===== src/rtl/alu_rr_scheduler_if.sv =====
// ---------------------------------------------------------------------------
// Bus interfaces for alu_rr_scheduler.
//
// alu_rr_req_if : requester side (request bundle in, response bundle out)
//   req_vld  [NUM_REQ]       per-requester request valid
//   req_rdy  [NUM_REQ]       one-hot accept pulse
//   req_op   [NUM_REQ*4]     opcode, slice i belongs to requester i
//   req_movi [NUM_REQ*2]     operand-B source select
//   req_a/b  [NUM_REQ*DW]    operands
//   rsp_vld/rsp_rdy          response handshake
//   rsp_id   [IDW]           requester ID of the response
//   rsp_data [DW]            result
//   rsp_err                  timeout error flag
//   modport master = requester agents, modport slave = scheduler
//
// alu_rr_alu_if : ALU side
//   alu_act, alu_op, alu_movi, alu_reg_a, alu_reg_b, alu_mem, alu_imm
//   alu_rdy, ex_alu, ex_alu_vld
//   modport master = scheduler, modport slave = ALU
// ---------------------------------------------------------------------------
interface alu_rr_req_if #(
  parameter int DATA_WIDTH = 8,
  parameter int NUM_REQ    = 4
);
  localparam int IDW = $clog2(NUM_REQ);

  logic [NUM_REQ-1:0]            req_vld;
  logic [NUM_REQ-1:0]            req_rdy;
  logic [NUM_REQ*4-1:0]          req_op;
  logic [NUM_REQ*2-1:0]          req_movi;
  logic [NUM_REQ*DATA_WIDTH-1:0] req_a;
  logic [NUM_REQ*DATA_WIDTH-1:0] req_b;
  logic                          rsp_vld;
  logic                          rsp_rdy;
  logic [IDW-1:0]                rsp_id;
  logic [DATA_WIDTH-1:0]         rsp_data;
  logic                          rsp_err;

  modport master (
    output req_vld, req_op, req_movi, req_a, req_b, rsp_rdy,
    input  req_rdy, rsp_vld, rsp_id, rsp_data, rsp_err
  );

  modport slave (
    input  req_vld, req_op, req_movi, req_a, req_b, rsp_rdy,
    output req_rdy, rsp_vld, rsp_id, rsp_data, rsp_err
  );
endinterface

interface alu_rr_alu_if #(
  parameter int DATA_WIDTH = 8
);
  logic                  alu_act;
  logic [3:0]            alu_op;
  logic [1:0]            alu_movi;
  logic [DATA_WIDTH-1:0] alu_reg_a;
  logic [DATA_WIDTH-1:0] alu_reg_b;
  logic [DATA_WIDTH-1:0] alu_mem;
  logic [DATA_WIDTH-1:0] alu_imm;
  logic                  alu_rdy;
  logic [DATA_WIDTH-1:0] ex_alu;
  logic                  ex_alu_vld;

  modport master (
    output alu_act, alu_op, alu_movi, alu_reg_a, alu_reg_b, alu_mem, alu_imm,
    input  alu_rdy, ex_alu, ex_alu_vld
  );

  modport slave (
    input  alu_act, alu_op, alu_movi, alu_reg_a, alu_reg_b, alu_mem, alu_imm,
    output alu_rdy, ex_alu, ex_alu_vld
  );
endinterface


===== src/rtl/alu_rr_scheduler.sv =====
// ---------------------------------------------------------------------------
// alu_rr_scheduler
// Shares one ALU between NUM_REQ requesters. Requests are granted round-robin,
// one operation is in flight at a time, and each result is returned with the
// ID of the requester that issued it.
//
// Ports:
//   i_clk    clock, rising edge
//   i_rst    synchronous active-high reset
//   req_bus  alu_rr_req_if.slave  : requests in, responses out
//   alu_bus  alu_rr_alu_if.master : operation out, result in
//
// Optional feature macro: ALU_TIMEOUT_EN
//   defined   : WAIT_RES gives up after TIMEOUT_CYCLES cycles and responds with
//               rsp_err=1, rsp_data=0
//   undefined : WAIT_RES waits indefinitely, rsp_err is tied to 0
// ---------------------------------------------------------------------------
module alu_rr_scheduler #(
  parameter int DATA_WIDTH     = 8,
  parameter int NUM_REQ        = 4,
  parameter int TIMEOUT_CYCLES = 64
) (
  input  logic         i_clk,
  input  logic         i_rst,
  alu_rr_req_if.slave  req_bus,
  alu_rr_alu_if.master alu_bus
);

  localparam int IDW = $clog2(NUM_REQ);

  typedef enum logic [1:0] {
    ST_IDLE     = 2'd0,
    ST_ISSUE    = 2'd1,
    ST_WAIT_RES = 2'd2,
    ST_RESP     = 2'd3
  } state_t;

  state_t r_state;
  state_t w_state_next;

  // per-requester slices of the flat request buses
  logic [3:0]            w_op   [NUM_REQ];
  logic [1:0]            w_movi [NUM_REQ];
  logic [DATA_WIDTH-1:0] w_a    [NUM_REQ];
  logic [DATA_WIDTH-1:0] w_b    [NUM_REQ];

  for (genvar gi = 0; gi < NUM_REQ; gi++) begin : g_slice
    assign w_op[gi]   = req_bus.req_op[gi*4 +: 4];
    assign w_movi[gi] = req_bus.req_movi[gi*2 +: 2];
    assign w_a[gi]    = req_bus.req_a[gi*DATA_WIDTH +: DATA_WIDTH];
    assign w_b[gi]    = req_bus.req_b[gi*DATA_WIDTH +: DATA_WIDTH];
  end

  // latched operation and response state
  logic [IDW-1:0]        r_last;
  logic [IDW-1:0]        r_id;
  logic [3:0]            r_op;
  logic [1:0]            r_movi;
  logic [DATA_WIDTH-1:0] r_a;
  logic [DATA_WIDTH-1:0] r_b;
  logic [DATA_WIDTH-1:0] r_rsp_data;

  // -------------------------------------------------------------------------
  // Round-robin search: scan LAST+1, LAST+2, ... and keep the first valid.
  // The loop walks from the far end back so the nearest hit is written last.
  // -------------------------------------------------------------------------
  logic           w_any_vld;
  logic [IDW-1:0] w_grant_id;
  int             w_idx;

  always_comb begin
    w_any_vld  = 1'b0;
    w_grant_id = '0;
    w_idx      = 0;
    for (int k = NUM_REQ; k >= 1; k--) begin
      w_idx = (int'(r_last) + k) % NUM_REQ;
      if (req_bus.req_vld[IDW'(w_idx)]) begin
        w_any_vld  = 1'b1;
        w_grant_id = IDW'(w_idx);
      end
    end
  end

  // reset is gated in so nothing is accepted while reset is held
  logic w_grant;
  assign w_grant = (r_state == ST_IDLE) && alu_bus.alu_rdy && w_any_vld && !i_rst;

  // -------------------------------------------------------------------------
  // Optional WAIT_RES timeout
  // -------------------------------------------------------------------------
  logic w_timeout;

`ifdef ALU_TIMEOUT_EN
  localparam int TW = $clog2(TIMEOUT_CYCLES + 1);

  logic [TW-1:0] r_tmo_cnt;
  logic          r_rsp_err;

  // fires on the last of TIMEOUT_CYCLES WAIT_RES cycles without a result
  assign w_timeout = (r_state == ST_WAIT_RES) && !alu_bus.ex_alu_vld &&
                     (r_tmo_cnt == TW'(TIMEOUT_CYCLES - 1));

  always_ff @(posedge i_clk) begin
    if (i_rst) begin
      r_tmo_cnt <= '0;
      r_rsp_err <= 1'b0;
    end else begin
      if (r_state == ST_ISSUE) begin
        r_tmo_cnt <= '0;
      end else if (r_state == ST_WAIT_RES) begin
        r_tmo_cnt <= r_tmo_cnt + 1'b1;
      end
      if (r_state == ST_WAIT_RES) begin
        if (alu_bus.ex_alu_vld) begin
          r_rsp_err <= 1'b0;
        end else if (w_timeout) begin
          r_rsp_err <= 1'b1;
        end
      end
    end
  end

  assign req_bus.rsp_err = r_rsp_err;
`else
  assign w_timeout       = 1'b0;
  assign req_bus.rsp_err = 1'b0;
`endif

  // -------------------------------------------------------------------------
  // FSM: state register
  // -------------------------------------------------------------------------
  always_ff @(posedge i_clk) begin
    if (i_rst) begin
      r_state <= ST_IDLE;
    end else begin
      r_state <= w_state_next;
    end
  end

  // -------------------------------------------------------------------------
  // FSM: next state
  // -------------------------------------------------------------------------
  always_comb begin
    w_state_next = r_state;
    case (r_state)
      ST_IDLE:     if (w_grant) w_state_next = ST_ISSUE;
      ST_ISSUE:    w_state_next = ST_WAIT_RES;
      // a result arriving during ISSUE is deliberately not looked at
      ST_WAIT_RES: if (alu_bus.ex_alu_vld || w_timeout) w_state_next = ST_RESP;
      ST_RESP:     if (req_bus.rsp_rdy) w_state_next = ST_IDLE;
      default:     w_state_next = ST_IDLE;
    endcase
  end

  // -------------------------------------------------------------------------
  // FSM: outputs
  // -------------------------------------------------------------------------
  logic [NUM_REQ-1:0] w_req_rdy;
  logic               w_alu_act;
  logic               w_rsp_vld;

  always_comb begin
    w_req_rdy = '0;
    w_alu_act = 1'b0;
    w_rsp_vld = 1'b0;
    if (w_grant) w_req_rdy[w_grant_id] = 1'b1;
    if (r_state == ST_ISSUE) w_alu_act = 1'b1;
    if (r_state == ST_RESP) w_rsp_vld = 1'b1;
  end

  // -------------------------------------------------------------------------
  // Datapath registers
  // -------------------------------------------------------------------------
  always_ff @(posedge i_clk) begin
    if (i_rst) begin
      r_last     <= IDW'(NUM_REQ - 1);
      r_id       <= '0;
      r_op       <= '0;
      r_movi     <= '0;
      r_a        <= '0;
      r_b        <= '0;
      r_rsp_data <= '0;
    end else begin
      if (w_grant) begin
        r_id   <= w_grant_id;
        r_op   <= w_op[w_grant_id];
        // reserved select 11 is folded into REG_B
        r_movi <= (w_movi[w_grant_id] == 2'b11) ? 2'b00 : w_movi[w_grant_id];
        r_a    <= w_a[w_grant_id];
        r_b    <= w_b[w_grant_id];
      end
      if (r_state == ST_WAIT_RES) begin
        if (alu_bus.ex_alu_vld) begin
          r_rsp_data <= alu_bus.ex_alu;
        end else if (w_timeout) begin
          r_rsp_data <= '0;
        end
      end
      if ((r_state == ST_RESP) && req_bus.rsp_rdy) begin
        r_last <= r_id;
      end
    end
  end

  // operands are held from the registers, stable until the next grant
  assign req_bus.req_rdy  = w_req_rdy;
  assign req_bus.rsp_vld  = w_rsp_vld;
  assign req_bus.rsp_id   = r_id;
  assign req_bus.rsp_data = r_rsp_data;

  assign alu_bus.alu_act   = w_alu_act;
  assign alu_bus.alu_op    = r_op;
  assign alu_bus.alu_movi  = r_movi;
  assign alu_bus.alu_reg_a = r_a;
  assign alu_bus.alu_reg_b = (r_movi == 2'b00) ? r_b : '0;
  assign alu_bus.alu_mem   = (r_movi == 2'b01) ? r_b : '0;
  assign alu_bus.alu_imm   = (r_movi == 2'b10) ? r_b : '0;

endmodule

===== src/flat_wrapper.sv =====
// flat-port wrapper written by rule: the top's interface ports become plain ports
module alu_rr_scheduler_flat 
#(
  parameter int DATA_WIDTH     = 8,
  parameter int NUM_REQ        = 4,
  parameter int TIMEOUT_CYCLES = 64
)
  (i_clk, i_rst, req_bus_req_vld, req_bus_req_op, req_bus_req_movi, req_bus_req_a, req_bus_req_b, req_bus_rsp_rdy, req_bus_req_rdy, req_bus_rsp_vld, req_bus_rsp_id, req_bus_rsp_data, req_bus_rsp_err, alu_bus_alu_act, alu_bus_alu_op, alu_bus_alu_movi, alu_bus_alu_reg_a, alu_bus_alu_reg_b, alu_bus_alu_mem, alu_bus_alu_imm, alu_bus_alu_rdy, alu_bus_ex_alu, alu_bus_ex_alu_vld);
  alu_rr_req_if #(.DATA_WIDTH(DATA_WIDTH), .NUM_REQ(NUM_REQ)) req_bus_i ();
  alu_rr_alu_if #(.DATA_WIDTH(DATA_WIDTH)) alu_bus_i ();
  input  logic i_clk;
  input  logic i_rst;
  input wire logic [$bits(req_bus_i.req_vld)-1:0] req_bus_req_vld;
  input wire logic [$bits(req_bus_i.req_op)-1:0] req_bus_req_op;
  input wire logic [$bits(req_bus_i.req_movi)-1:0] req_bus_req_movi;
  input wire logic [$bits(req_bus_i.req_a)-1:0] req_bus_req_a;
  input wire logic [$bits(req_bus_i.req_b)-1:0] req_bus_req_b;
  input wire logic [$bits(req_bus_i.rsp_rdy)-1:0] req_bus_rsp_rdy;
  output wire logic [$bits(req_bus_i.req_rdy)-1:0] req_bus_req_rdy;
  output wire logic [$bits(req_bus_i.rsp_vld)-1:0] req_bus_rsp_vld;
  output wire logic [$bits(req_bus_i.rsp_id)-1:0] req_bus_rsp_id;
  output wire logic [$bits(req_bus_i.rsp_data)-1:0] req_bus_rsp_data;
  output wire logic [$bits(req_bus_i.rsp_err)-1:0] req_bus_rsp_err;
  output wire logic [$bits(alu_bus_i.alu_act)-1:0] alu_bus_alu_act;
  output wire logic [$bits(alu_bus_i.alu_op)-1:0] alu_bus_alu_op;
  output wire logic [$bits(alu_bus_i.alu_movi)-1:0] alu_bus_alu_movi;
  output wire logic [$bits(alu_bus_i.alu_reg_a)-1:0] alu_bus_alu_reg_a;
  output wire logic [$bits(alu_bus_i.alu_reg_b)-1:0] alu_bus_alu_reg_b;
  output wire logic [$bits(alu_bus_i.alu_mem)-1:0] alu_bus_alu_mem;
  output wire logic [$bits(alu_bus_i.alu_imm)-1:0] alu_bus_alu_imm;
  input wire logic [$bits(alu_bus_i.alu_rdy)-1:0] alu_bus_alu_rdy;
  input wire logic [$bits(alu_bus_i.ex_alu)-1:0] alu_bus_ex_alu;
  input wire logic [$bits(alu_bus_i.ex_alu_vld)-1:0] alu_bus_ex_alu_vld;
  assign req_bus_i.req_vld = req_bus_req_vld;
  assign req_bus_i.req_op = req_bus_req_op;
  assign req_bus_i.req_movi = req_bus_req_movi;
  assign req_bus_i.req_a = req_bus_req_a;
  assign req_bus_i.req_b = req_bus_req_b;
  assign req_bus_i.rsp_rdy = req_bus_rsp_rdy;
  assign req_bus_req_rdy = req_bus_i.req_rdy;
  assign req_bus_rsp_vld = req_bus_i.rsp_vld;
  assign req_bus_rsp_id = req_bus_i.rsp_id;
  assign req_bus_rsp_data = req_bus_i.rsp_data;
  assign req_bus_rsp_err = req_bus_i.rsp_err;
  assign alu_bus_alu_act = alu_bus_i.alu_act;
  assign alu_bus_alu_op = alu_bus_i.alu_op;
  assign alu_bus_alu_movi = alu_bus_i.alu_movi;
  assign alu_bus_alu_reg_a = alu_bus_i.alu_reg_a;
  assign alu_bus_alu_reg_b = alu_bus_i.alu_reg_b;
  assign alu_bus_alu_mem = alu_bus_i.alu_mem;
  assign alu_bus_alu_imm = alu_bus_i.alu_imm;
  assign alu_bus_i.alu_rdy = alu_bus_alu_rdy;
  assign alu_bus_i.ex_alu = alu_bus_ex_alu;
  assign alu_bus_i.ex_alu_vld = alu_bus_ex_alu_vld;
  alu_rr_scheduler #(.DATA_WIDTH(DATA_WIDTH), .NUM_REQ(NUM_REQ), .TIMEOUT_CYCLES(TIMEOUT_CYCLES)) u_core (.i_clk(i_clk), .i_rst(i_rst), .req_bus(req_bus_i), .alu_bus(alu_bus_i));
endmodule

===== config.mk =====
export PLATFORM = sky130hd
export DESIGN_NAME = alu_rr_scheduler_flat
export DESIGN_NICKNAME = d
export VERILOG_FILES = /design/src/rtl/alu_rr_scheduler_if.sv /design/src/rtl/alu_rr_scheduler.sv /design/src/flat_wrapper.sv
export SDC_FILE = /design/constraint.sdc
export NUM_CORES = 1
export LEC_CHECK = 0
export ABC_AREA = 0
export CORE_UTILIZATION = 40
export DETAILED_ROUTE_END_ITERATION = 7
export PLACE_DENSITY = 0.91
export SETUP_SLACK_MARGIN = 0.02
export SYNTH_ARGS = -nofsm -noshare
export SYNTH_HDL_FRONTEND = slang
export SYNTH_SLANG_ARGS = --single-unit

===== constraint.sdc =====
create_clock -name i_clk -period 5 [get_ports i_clk]
set_clock_uncertainty 0.2 [all_clocks]
set_input_delay 0.75 -clock i_clk [delete_from_list [all_inputs] [get_ports i_clk]]
set_output_delay 0.75 -clock i_clk [all_outputs]
set_load 0.005 [all_outputs]

# Word-level counts from Yosys, hierarchy flattened
# Cells that the tools add are included.
[word_totals]
out_inout_bits = 55
register_bits = 36
[classes]
n_addsub = 4
n_reduce_logical = 10
n_eq_ne = 9
bitwise = 1
mux = 45
magnitude_cmp = 7
[ops]
columns = ["op", "n"]
rows = [
  ["8-bit 2-to-1 mux", 7],
  ["8-bit binary-select mux with 2-bit select", 2],
  ["2-bit 2-to-1 mux", 10],
  ["2-bit by 4-bit < comparator with 1-bit output (second input constant)", 4],
  ["1-bit 2-to-1 mux", 15],
  ["4-bit 2-to-1 mux", 3],
  ["1-bit binary-select mux with 2-bit select", 4],
  ["4-bit binary-select mux with 2-bit select", 1],
  ["2-bit == test (second input constant)", 4],
  ["2-bit one-hot mux with 4 select lines", 1],
  ["1-bit logical AND", 5],
  ["2-bit by 1-bit adder with 2-bit output (second input constant)", 2],
  ["2-bit adder (second input constant)", 2],
  ["2-bit binary-select mux with 2-bit select", 1],
  ["2-bit by 1-bit == test with 1-bit output (second input constant)", 2],
  ["2-bit logical NOT", 2],
  ["2-bit != test (second input constant)", 2],
  ["3-bit greater-or-equal comparator (second input constant)", 1],
  ["2-bit by 3-bit < comparator with 1-bit output (second input constant)", 1],
  ["2-bit inverter with 3-bit output", 1],
  ["3-bit AND reduction", 1],
  ["1-bit demux with 2-bit select", 1],
  ["2-bit by 1-bit greater-or-equal comparator with 1-bit output (second input constant)", 1],
  ["2-bit by 1-bit != test with 1-bit output (second input constant)", 1],
  ["2 further kinds", 2],
]

# Depth between registers and ports, before layout
# Gate-level depths: netlist of the first run.
[depth]
depth_word = 14
depth_mapped = 9
depth_no_buf = 6

# Least setup slack after synthesis of the first run
# Ideal clock, no wire load.
[synth_timing]
path_kind = "input to output"
start = "in i_rst"
end = "out req_bus_req_rdy[0]"
path_buffers = 3
cell_stages = 6
arrival_time_ns = 1.828
setup_slack_ns = 2.222
required_time_ns = 4.050
cell_sequence = "clkbuf_1 nor3b_2 nand2_1 buf_2 buf_2 nor3b_1"
[synth_via]
elab_chain_len = 3
[synth_rtl]
columns = ["item", "line", "source"]
rows = [
  ["start, declared", "flat_wrapper.sv:12", "input logic i_rst;"],
  ["1-bit logical NOT", "alu_rr_scheduler.sv:86", "assign w_grant = (r_state == ST_IDLE) && alu_bus.alu_rdy && w_any_vld && !i_rst;"],
  ["1-bit logical AND", "alu_rr_scheduler.sv:86", ""],
  ["4-bit 2-to-1 mux", "alu_rr_scheduler.sv:166", "if (w_grant) w_req_rdy[w_grant_id] = 1'b1;"],
  ["end, declared", "flat_wrapper.sv:19", "output wire logic [$bits(req_bus_i.req_rdy)-1:0] req_bus_req_rdy;"],
]
# Every way passes these cells.

# Worst setup path in the final report of the first run
[layout_timing]
start = "in req_bus_req_vld[1]"
end = "out req_bus_req_rdy[0]"
[layout_via]
elab_chain_len = 12
word_cells_on_any_way = 28
cone_classes = "order compare (2); mux (23); reduce/logical (3)"
[layout_rtl]
columns = ["item", "line", "source"]
rows = [
  ["start, declared", "flat_wrapper.sv:13", "input wire logic [$bits(req_bus_i.req_vld)-1:0] req_bus_req_vld;"],
  ["1-bit binary-select mux with 2-bit select", "alu_rr_scheduler.sv:77", "if (req_bus.req_vld[IDW'(w_idx)]) begin"],
  ["1-bit 2-to-1 mux (not written as such) (2 in a row)", "alu_rr_scheduler.sv:77", ""],
  ["2-bit 2-to-1 mux (4 in a row)", "alu_rr_scheduler.sv:77", ""],
  ["2-bit by 3-bit < comparator with 1-bit output (not written as such) or 2-bit by 1-bit greater-or-equal comparator with 1-bit output (tied branches)", "alu_rr_scheduler.sv:166", ""],
  ["1-bit logical AND (not written as such)", "alu_rr_scheduler.sv:166", ""],
  ["1-bit 2-to-1 mux (not written as such)", "alu_rr_scheduler.sv:166", ""],
  ["1-bit demux with 2-bit select", "n/a", ""],
  ["4-bit 2-to-1 mux *", "alu_rr_scheduler.sv:166", ""],
]
# Mark *: on every way between the ends. The rest lies on a longest branch, timed or not. The select of a mux whose other input is x is not followed.

==> results.json, run 1 <==
{
  "drtIter0Drc": 135,
  "powerDensity_mw_per_mm2": 256.7,
  "synth_edf_count": 0,
  "finalCriticalPeriod_ns": 3.904,
  "grt_max_degree": 37,
  "ys_seq_area_frac": 0.2893,
  "place_hpwl_mm": 6.400,
  "crit_type": "input pin to output pin",
  "start_util": 0.4183,
  "cts_buffers": 5,
  "drt-pass1-iter-count": 4,
  "holdPathStages": 2,
  "worstSetupEndpointType": "output pin",
  "netlist_area_mm2": 0.002491,
  "htree_num_levels": 2,
  "synth.avg_cell_area_um2": 7.809,
  "ys_seq_elements": 36,
  "rsz0062_at_grt": "false",
  "r2r_cells": 6,
  "postPlaceCellArea_mm2": 0.004058,
  "path_clk_slew_ns": 0.07,
  "clk_path_buf_depth": 2,
  "cp-start-kind": "input pin",
  "finalHoldViolations": 0,
  "cp.required_ns": 4.05,
  "fillCellCount": 471,
  "ys_types": 39,
  "cts_tree": "done",
  "synth_ff_type": "dfxtp_1",
  "final_cell_mix": "clkdlybuf4s50_1, nand2_1, dfxtp_1",
  "synth_cells": 319,
  "arrival_ns": 2.95,
  "relSlewSlack": 0.6039,
  "area_delta_synth_final_pct": 66.75,
  "crit_fanout": 25,
  "vdd_drop_max_mv": 0.1572,
  "final_area_mm2": 0.004154,
  "setup_viol": 0,
  "track_usage": 0.2523,
  "postCtsHoldBufs": 0,
  "antenna_left": 0,
  "io_buffer_count": 158,
  "cts_sinks": 36,
  "final_common_cell": "clkdlybuf4s50_1",
  "antenna-diode-count": 0,
  "cts_resized": 0,
  "gp_congestion": 0.8424,
  "yosysWarnings": 0,
  "rows": 28,
  "tightest_slew_ns": 0.5941,
  "pin_count": 160,
  "drive_above_1_share": 0.08009,
  "die_x_um": 80.92,
  "wl_per_cell_um": 15.98,
  "totalWireLength_mm": 8.579,
  "clk_latency_ns": 0.28,
  "synth_nets": 429,
  "nets": 572,
  "leakage_nw": 1.477,
  "async_reset_ff_frac": 0,
  "grt_pass1_wl_mm": 12.81,
  "synth_area_leaders": "dfxtp_1, nand2_1, a211oi_2, a311o_1, a21oi_1",
  "finalCritPeriodShare": 0.7807,
  "cts_setup_buffers": 0,
  "clockRootBuffer": "clkbuf_8",
  "drv_slew": 0,
  "outcome": "complete, no violations",
  "drc": 0,
  "num_vias": 2926,
  "die_area_mm2": 0.006547,
  "cap_violations": 0,
  "finalSetupTns_ns": 0,
  "fmax_ghz": 0.2562,
  "grt_pass1_vias": 2762,
  "grt_overflow_total": 0,
  "core_mm2": 0.005956,
  "hold_class": "register to register",
  "synth_top_cell_area_share": 0.2893,
  "antenna_found_initial": 0,
  "viasPerCell": 5.449,
  "yosysTopAreaCell": "dfxtp_1",
  "fp.dieH_um": 80.92
}
==> layout make-up <==
class	instances	area [um2]	area share
sequential	36	720.7	0.1735
multi-input combinational	250	1594	0.3837
timing repair buffer	165	1634	0.3934
clock buffer	7	96.34	0.02319
tap	75	93.84	0.02259
inverter	4	15.01	0.003614
==> through the flow <==
| stage | setup WS, ns | hold WS, ns | power, mW | cells | util |
|---|---|---|---|---|---|
| after floorplan | 2.222 | 0.2485 | 0.6266 | 319 | - |
| after global placement | 1.149 | 0.2428 | 0.8359 | 530 | 0.6813 |
| after detailed placement | 1.137 | 0.2457 | 0.8487 | 530 | 0.6813 |
| after CTS | 1.136 | 0.2556 | 1.072 | 537 | 0.6975 |
| after global routing | 0.9560 | 0.2806 | 1.138 | 537 | 0.6975 |
| final | 1.096 | 0.2547 | 1.066 | 537 | 0.6975 |
==> cells by family after synthesis <==
| family | Yosys count | synth area share |
|---|---|---|
| buffers and inverters | 33 | 0.07182 |
| other | 1 | 0.001505 |
| AO/OA/AOI/OAI | 84 | 0.2828 |
| multiplexers | 2 | 0.008036 |
| flip-flops | 36 | 0.2893 |
| adder cells (fa/ha/maj) | 5 | 0.02511 |
| AND/OR/NAND/NOR | 158 | 0.3214 |
==> metal layers <==
| metal | routed length [um] | vias to the layer above | global-route usage |
|---|---|---|---|
| li1 | - | 1416 | - |
| met1 | 3563 | 1385 | 0.3029 |
| met2 | 4168 | 111 | 0.4395 |
| met3 | 684 | 14 | 0.06067 |
| met4 | 163 | 0 | 0.08036 |
| met5 | 0 | - | 0 |
==> power by group <==
| group | switching (mW) | internal (mW) |
|---|---|---|
| logic | 0.229 | 0.254 |
| registers | 0.0352 | 0.329 |
| clock network | 0.0969 | 0.123 |
| total | 0.361 | 0.706 |
==> state kept, by name, indices dropped and copies added, names as in the netlist <==
signal,flops
u_core.alu_bus.alu_movi,2
u_core.alu_bus.alu_op,4
u_core.alu_bus.alu_reg_a,8
u_core.r_b,8
u_core.r_last,2
u_core.r_state,2
u_core.req_bus.rsp_data,8
u_core.req_bus.rsp_id,2
==> worst max-delay path, cell delays in order <==
cell,delay [ns]
clkdlybuf4s50_1,0.48
nor2b_1,0.19
a21oi_1,0.12
o221a_2,0.60
nor3b_1,0.27
clkdlybuf4s50_1,0.54
==> cells in the mapped netlist (all sizes together), types with 2 or more instances <==
| master | number |
|---|---|
| nor2 | 7 |
| buf | 22 |
| and2 | 25 |
| nor2b | 3 |
| nand3 | 8 |
| mux2i | 2 |
| a211o | 2 |
| ha | 5 |
| nand2 | 81 |
| nor3 | 3 |
| a211oi | 21 |
| nor3b | 22 |
| dfxtp | 36 |
| and3 | 2 |
| a21oi | 33 |
| nand3b | 2 |
| a311o | 20 |
| inv | 4 |
| clkbuf | 7 |
==> worst paths after layout <==
check                           slack, ns                         end                  startpoint
worst max register to register       2.36  u_core.alu_bus.alu_movi[1]            u_core.r_last[1]
worst min-delay path                 0.25  u_core.req_bus.rsp_data[6]  u_core.req_bus.rsp_data[6]
worst min register to register       0.25  u_core.req_bus.rsp_data[6]  u_core.req_bus.rsp_data[6]
worst max-delay path                 1.10          req_bus_req_rdy[0]          req_bus_req_vld[1]
(Power assumes the default switching activity.)
==> inputs of run 2 (changes only) <==
Settings changed: CORE_UTILIZATION 40 to 33, PLACE_DENSITY 0.91 to 0.81.
Clock period 5 ns to 3.5 ns, I/O delays scaled along.
==> run 2 against run 1 <==
Against the previous run: via count decreased by 1.2%; total power increased by 47%; clock power is 65% higher; largest cell class unchanged.
==> results.json, run 2 (same netlist as run 1, synthesis figures left out) <==
{
  "critPathBufInv": 2,
  "regToRegStartpoint": "u_core.r_last[0]",
  "cpMostUsedCell": "clkdlybuf4s50_1",
  "grt_pass1_vias": 2690,
  "grt_pass1_wl_mm": 12.70,
  "die_x_um": 88.89,
  "postCtsHoldBufs": 0,
  "hold_ws_ns": 0.2550,
  "relSlewSlack": 0.6476,
  "route.met3.wl_um": 801,
  "multi_input_area_mm2": 0.001592,
  "cts_tree": "done",
  "drive_above_1_share": 0.07974,
  "cp.depth": 6,
  "slowest_delay_ns": 0.57,
  "nets": 573,
  "wirelength_met1_mm": 3.735,
  "grt_max_degree": 44,
  "leakage_nw": 1.486,
  "wl_per_cell_um": 15.87,
  "cp.required_ns": 2.77,
  "whs_endpoint": "u_core.alu_bus.alu_op[1]",
  "rows": 31,
  "powerDensity_mw_per_mm2": 373.9,
  "clk_path_buf_depth": 2,
  "tightest_slew_ns": 0.5287,
  "viasPerCell": 5.135,
  "path_clk_slew_ns": 0.08,
  "cts_setup_buffers": 0,
  "cp_cell_sequence": "clkdlybuf4s50_1 > nor2b_1 > a21oi_1 > o221a_2 > nor3_1 > clkdlybuf4s50_1",
  "final_cell_mix": "clkdlybuf4s50_1, nand2_1, dfxtp_1",
  "cts_resized": 0,
  "clockRootBuffer": "clkbuf_8",
  "vdd_drop_max_mv": 0.1838,
  "antenna_left": 0,
  "grt_overflow_total": 0,
  "critPathTopFamily": "buffers and inverters",
  "finalCritPeriodShare": 0.9408,
  "cap_violations": 0,
  "hold_class": "register to register",
  "pin_count": 160,
  "htree_num_levels": 2,
  "outcome": "complete, no violations",
  "track_usage": 0.2092,
  "drt-pass1-iter-count": 4,
  "drv_slew": 0,
  "finalCriticalPeriod_ns": 3.293,
  "final_common_cell": "clkdlybuf4s50_1",
  "setup_viol": 0,
  "arrival_ns": 2.57,
  "worstSetupEndpointType": "output pin",
  "start_util": 0.3416,
  "antenna_found_initial": 0,
  "wl_met2_mm": 4.206,
  "holdPathStages": 2,
  "cts_sinks": 36,
  "pre_cts_slack_ns": 0.2169,
  "timing.rr.end": "u_core.alu_bus.alu_movi[1]",
  "num_vias": 2891,
  "core_mm2": 0.007292,
  "clk_latency_ns": 0.29,
  "cts_buffers": 5,
  "fp.dieH_um": 88.89,
  "drtIter0Drc": 143,
  "antenna-diode-count": 0,
  "setup_ws_ns": 0.2073,
  "crit_type": "input pin to output pin",
  "fmax_ghz": 0.3037,
  "die_area_mm2": 0.007901,
  "cp-start-kind": "input pin",
  "crit_fanout": 13,
  "r2r_slack_ns": 1.18,
  "fillCellCount": 668,
  "gp_congestion": 0.8241,
  "drc": 0,
  "area_delta_synth_final_pct": 68.61,
  "totalWireLength_mm": 8.934,
  "finalSetupTns_ns": 0,
  "io_buffer_count": 158,
  "hp-start": "u_core.alu_bus.alu_op[1]",
  "critPathSlowestCell": "clkdlybuf4s50_1",
  "dr.max_layer_used": "met4",
  "rsz0062_at_grt": "false",
  "place_hpwl_mm": 6.786,
  "r2r_cells": 7,
  "regArea_um2": 720.7,
  "finalHoldViolations": 0
}
## run 2: cell count changes in the layout (fill, tap and decap cells not counted)
cell and change:
buf_4 +1, nand2_2 -1, nand2_1 +1, clkbuf_8 -2, clkinv_2 +1, clkbuf_1 +1, bufinv_16 +1
## run 2: how the worst max path moves through the flow
stage                             startpoint            endpoint  slack (ns)
final                     req_bus_req_vld[1]  req_bus_req_rdy[3]        0.21
after global routing      req_bus_req_vld[1]  req_bus_req_rdy[3]        0.05
after CTS                 req_bus_req_vld[1]  req_bus_req_rdy[3]        0.20
after floorplan                        i_rst  req_bus_req_rdy[0]        1.17
after detailed placement  req_bus_req_vld[1]  req_bus_req_rdy[3]        0.22
after global placement    req_bus_req_vld[0]  req_bus_req_rdy[0]        0.29
## run 2: per-stage QoR
stage	instances	util	power [mW]	cell area [um2]
2_1_floorplan	319	-	0.8952	2491
3_3_place_gp	555	0.5613	1.199	4093
3_5_place_dp	555	0.5613	1.219	4093
4_1_cts	563	0.5760	1.582	4200
5_1_grt	563	0.5760	1.666	4200
6_report	563	0.5760	1.571	4200
## run 2: worst reg2reg max path: cells and delay by family, from the launching register on
| kind | cells | cell delay (ns) |
|---|---|---|
| flops | 1 | 0.34 |
| compound gates | 3 | 0.68 |
| simple gates | 3 | 0.54 |
| buf+inv | 1 | 0.46 |
## run 2: where the power goes
part / internal (mW) / total (mW) / switching (mW)
Combinational: 0.363 / 0.689 / 0.326
Clock: 0.211 / 0.363 / 0.151
Sequential: 0.470 / 0.519 / 0.0489
Total: 1.04 / 1.57 / 0.526
## run 2: routing by layer
metal  up-vias  global-route usage
li1       1418                   -
met1      1346              0.2462
met4         0             0.06598
met3        15             0.06063
met5         -                   0
met2       112              0.3657
## run 2: cell type report
class                           instances  area share
Clock inverter                          2    0.008341
Timing Repair Buffer                  166      0.3908
Sequential cell                        36      0.1716
Clock buffer                            6     0.01728
Tap cell                               99     0.02949
Inverter                                4    0.003575
Multi-Input combinational cell        250      0.3789
==> inputs of run 3 (changes only) <==
Settings changed: CORE_ASPECT_RATIO set to 0.9.
==> run 3 against run 2 <==
Against the previous run: via count is 1.3% lower; clock power is 21% lower; clock-buffer cell count fell by 1; final cell count decreased by 1.1%; largest power group unchanged.
==> results.json, run 3 (same netlist as run 1, synthesis figures left out) <==
{
  "outcome": "complete, no violations",
  "crit_fanout": 8,
  "grt_overflow_total": 0,
  "cts_resized": 0,
  "r2r_cells": 7,
  "final_common_cell": "clkdlybuf4s50_1",
  "cts_setup_buffers": 0,
  "finalCriticalPeriod_ns": 3.172,
  "grt_max_degree": 45,
  "antenna_found_initial": 0,
  "powerDensity_mw_per_mm2": 360.6,
  "finalSetupTns_ns": 0,
  "rows": 29,
  "cts_sinks": 36,
  "path_clk_slew_ns": 0.07,
  "die_area_mm2": 0.007901,
  "drt-pass1-iter-count": 4,
  "rsz0062_at_grt": "false",
  "postCtsHoldBufs": 0,
  "cts_buffers": 5,
  "hold_class": "register to register",
  "die_x_um": 93.59,
  "area_delta_synth_final_pct": 67.50,
  "totalWireLength_mm": 8.984,
  "drv_slew": 0,
  "final_util": 0.5808,
  "htree_num_levels": 2,
  "fmax_ghz": 0.3153,
  "cp.required_ns": 2.77,
  "io_buffer_count": 158,
  "antenna-diode-count": 0,
  "clockRootBuffer": "clkbuf_8",
  "cts_tree": "done",
  "gp_congestion": 0.8276,
  "final_cells": 557,
  "grt_pass1_vias": 2770,
  "core_mm2": 0.007184,
  "leakage_nw": 1.480,
  "fp.dieH_um": 84.43,
  "tightest_slew_ns": 0.5524,
  "num_vias": 2852,
  "clk_latency_ns": 0.28,
  "drive_above_1_share": 0.08190,
  "dp.cells": 549,
  "relSlewSlack": 0.6309,
  "grt_pass1_wl_mm": 13.83,
  "arrival_ns": 2.45,
  "finalCritPeriodShare": 0.9062,
  "finalHoldViolations": 0,
  "final_cell_mix": "clkdlybuf4s50_1, nand2_1, dfxtp_1",
  "clk_path_buf_depth": 2,
  "antenna_left": 0,
  "worstSetupEndpointType": "output pin",
  "drc": 0,
  "track_usage": 0.2230,
  "vdd_drop_max_mv": 0.3140,
  "cp-start-kind": "input pin",
  "wl_per_cell_um": 16.13,
  "holdPathStages": 2,
  "setup_viol": 0,
  "start_util": 0.3467,
  "pin_count": 160,
  "nets": 573,
  "viasPerCell": 5.120,
  "place_hpwl_mm": 6.860,
  "hold_ws_ns": 0.2579,
  "total_power_mw": 1.505,
  "cap_violations": 0,
  "crit_type": "input pin to output pin",
  "drtIter0Drc": 103
}
[run 3: changes by cell type in the layout (fill, tap and decap cells not counted)]
cell,previous run,this run
bufinv_16,1,0
clkbuf_1,1,0
clkinv_2,1,2
clkinv_4,0,1
[run 3: metal layers]
layer | GRT usage | vias to the layer above | wire, um
li1 | - | 1424 | -
met1 | 0.2726 | 1294 | 3826
met2 | 0.3864 | 122 | 4183
met3 | 0.06069 | 12 | 858
met4 | 0.05455 | 0 | 116
met5 | 0 | - | 0
[run 3: cell type report]
cell class	instances	area (um2)
Multi-Input combinational cell	250	1592
Clock buffer	5	68.82
Sequential cell	36	720.7
Fill cell	667	3012
Clock inverter	3	18.77
Inverter	4	15.01
Timing Repair Buffer	166	1642
Tap cell	93	116.4
[run 3: stage by stage]
step / setup slack, ns / instance area, um2
finish: 0.3282 / 4173
CTS: 0.3436 / 4173
floorplan: 1.172 / 2491
global placement: 0.3942 / 4085
detailed placement: 0.3479 / 4085
global route: 0.2224 / 4173
[run 3: worst max-delay path, cell delays in order]
cell             delay, ns
clkdlybuf4s50_1       0.52
nor4_1                0.41
nor3b_2               0.09
nand2_1               0.22
nor2_1                0.10
and2_1                0.16
clkdlybuf4s50_1       0.43
[run 3: final timing paths]
check / startpoint / endpoint / slack (ns)
min: u_core.alu_bus.alu_reg_a[5] / u_core.alu_bus.alu_reg_a[5] / 0.26
max: req_bus_req_vld[3] / req_bus_req_rdy[2] / 0.33
min reg2reg: u_core.alu_bus.alu_reg_a[5] / u_core.alu_bus.alu_reg_a[5] / 0.26
max reg2reg: u_core.r_last[1] / u_core.alu_bus.alu_movi[1] / 1.05
[run 3: power breakdown]
group | leakage, nW | switching [mW] | internal [mW]
registers | 0.293 | 0.0463 | 0.470
logic | 1.14 | 0.336 | 0.364
clock network | 0.0479 | 0.149 | 0.139
total | 1.48 | 0.532 | 0.973
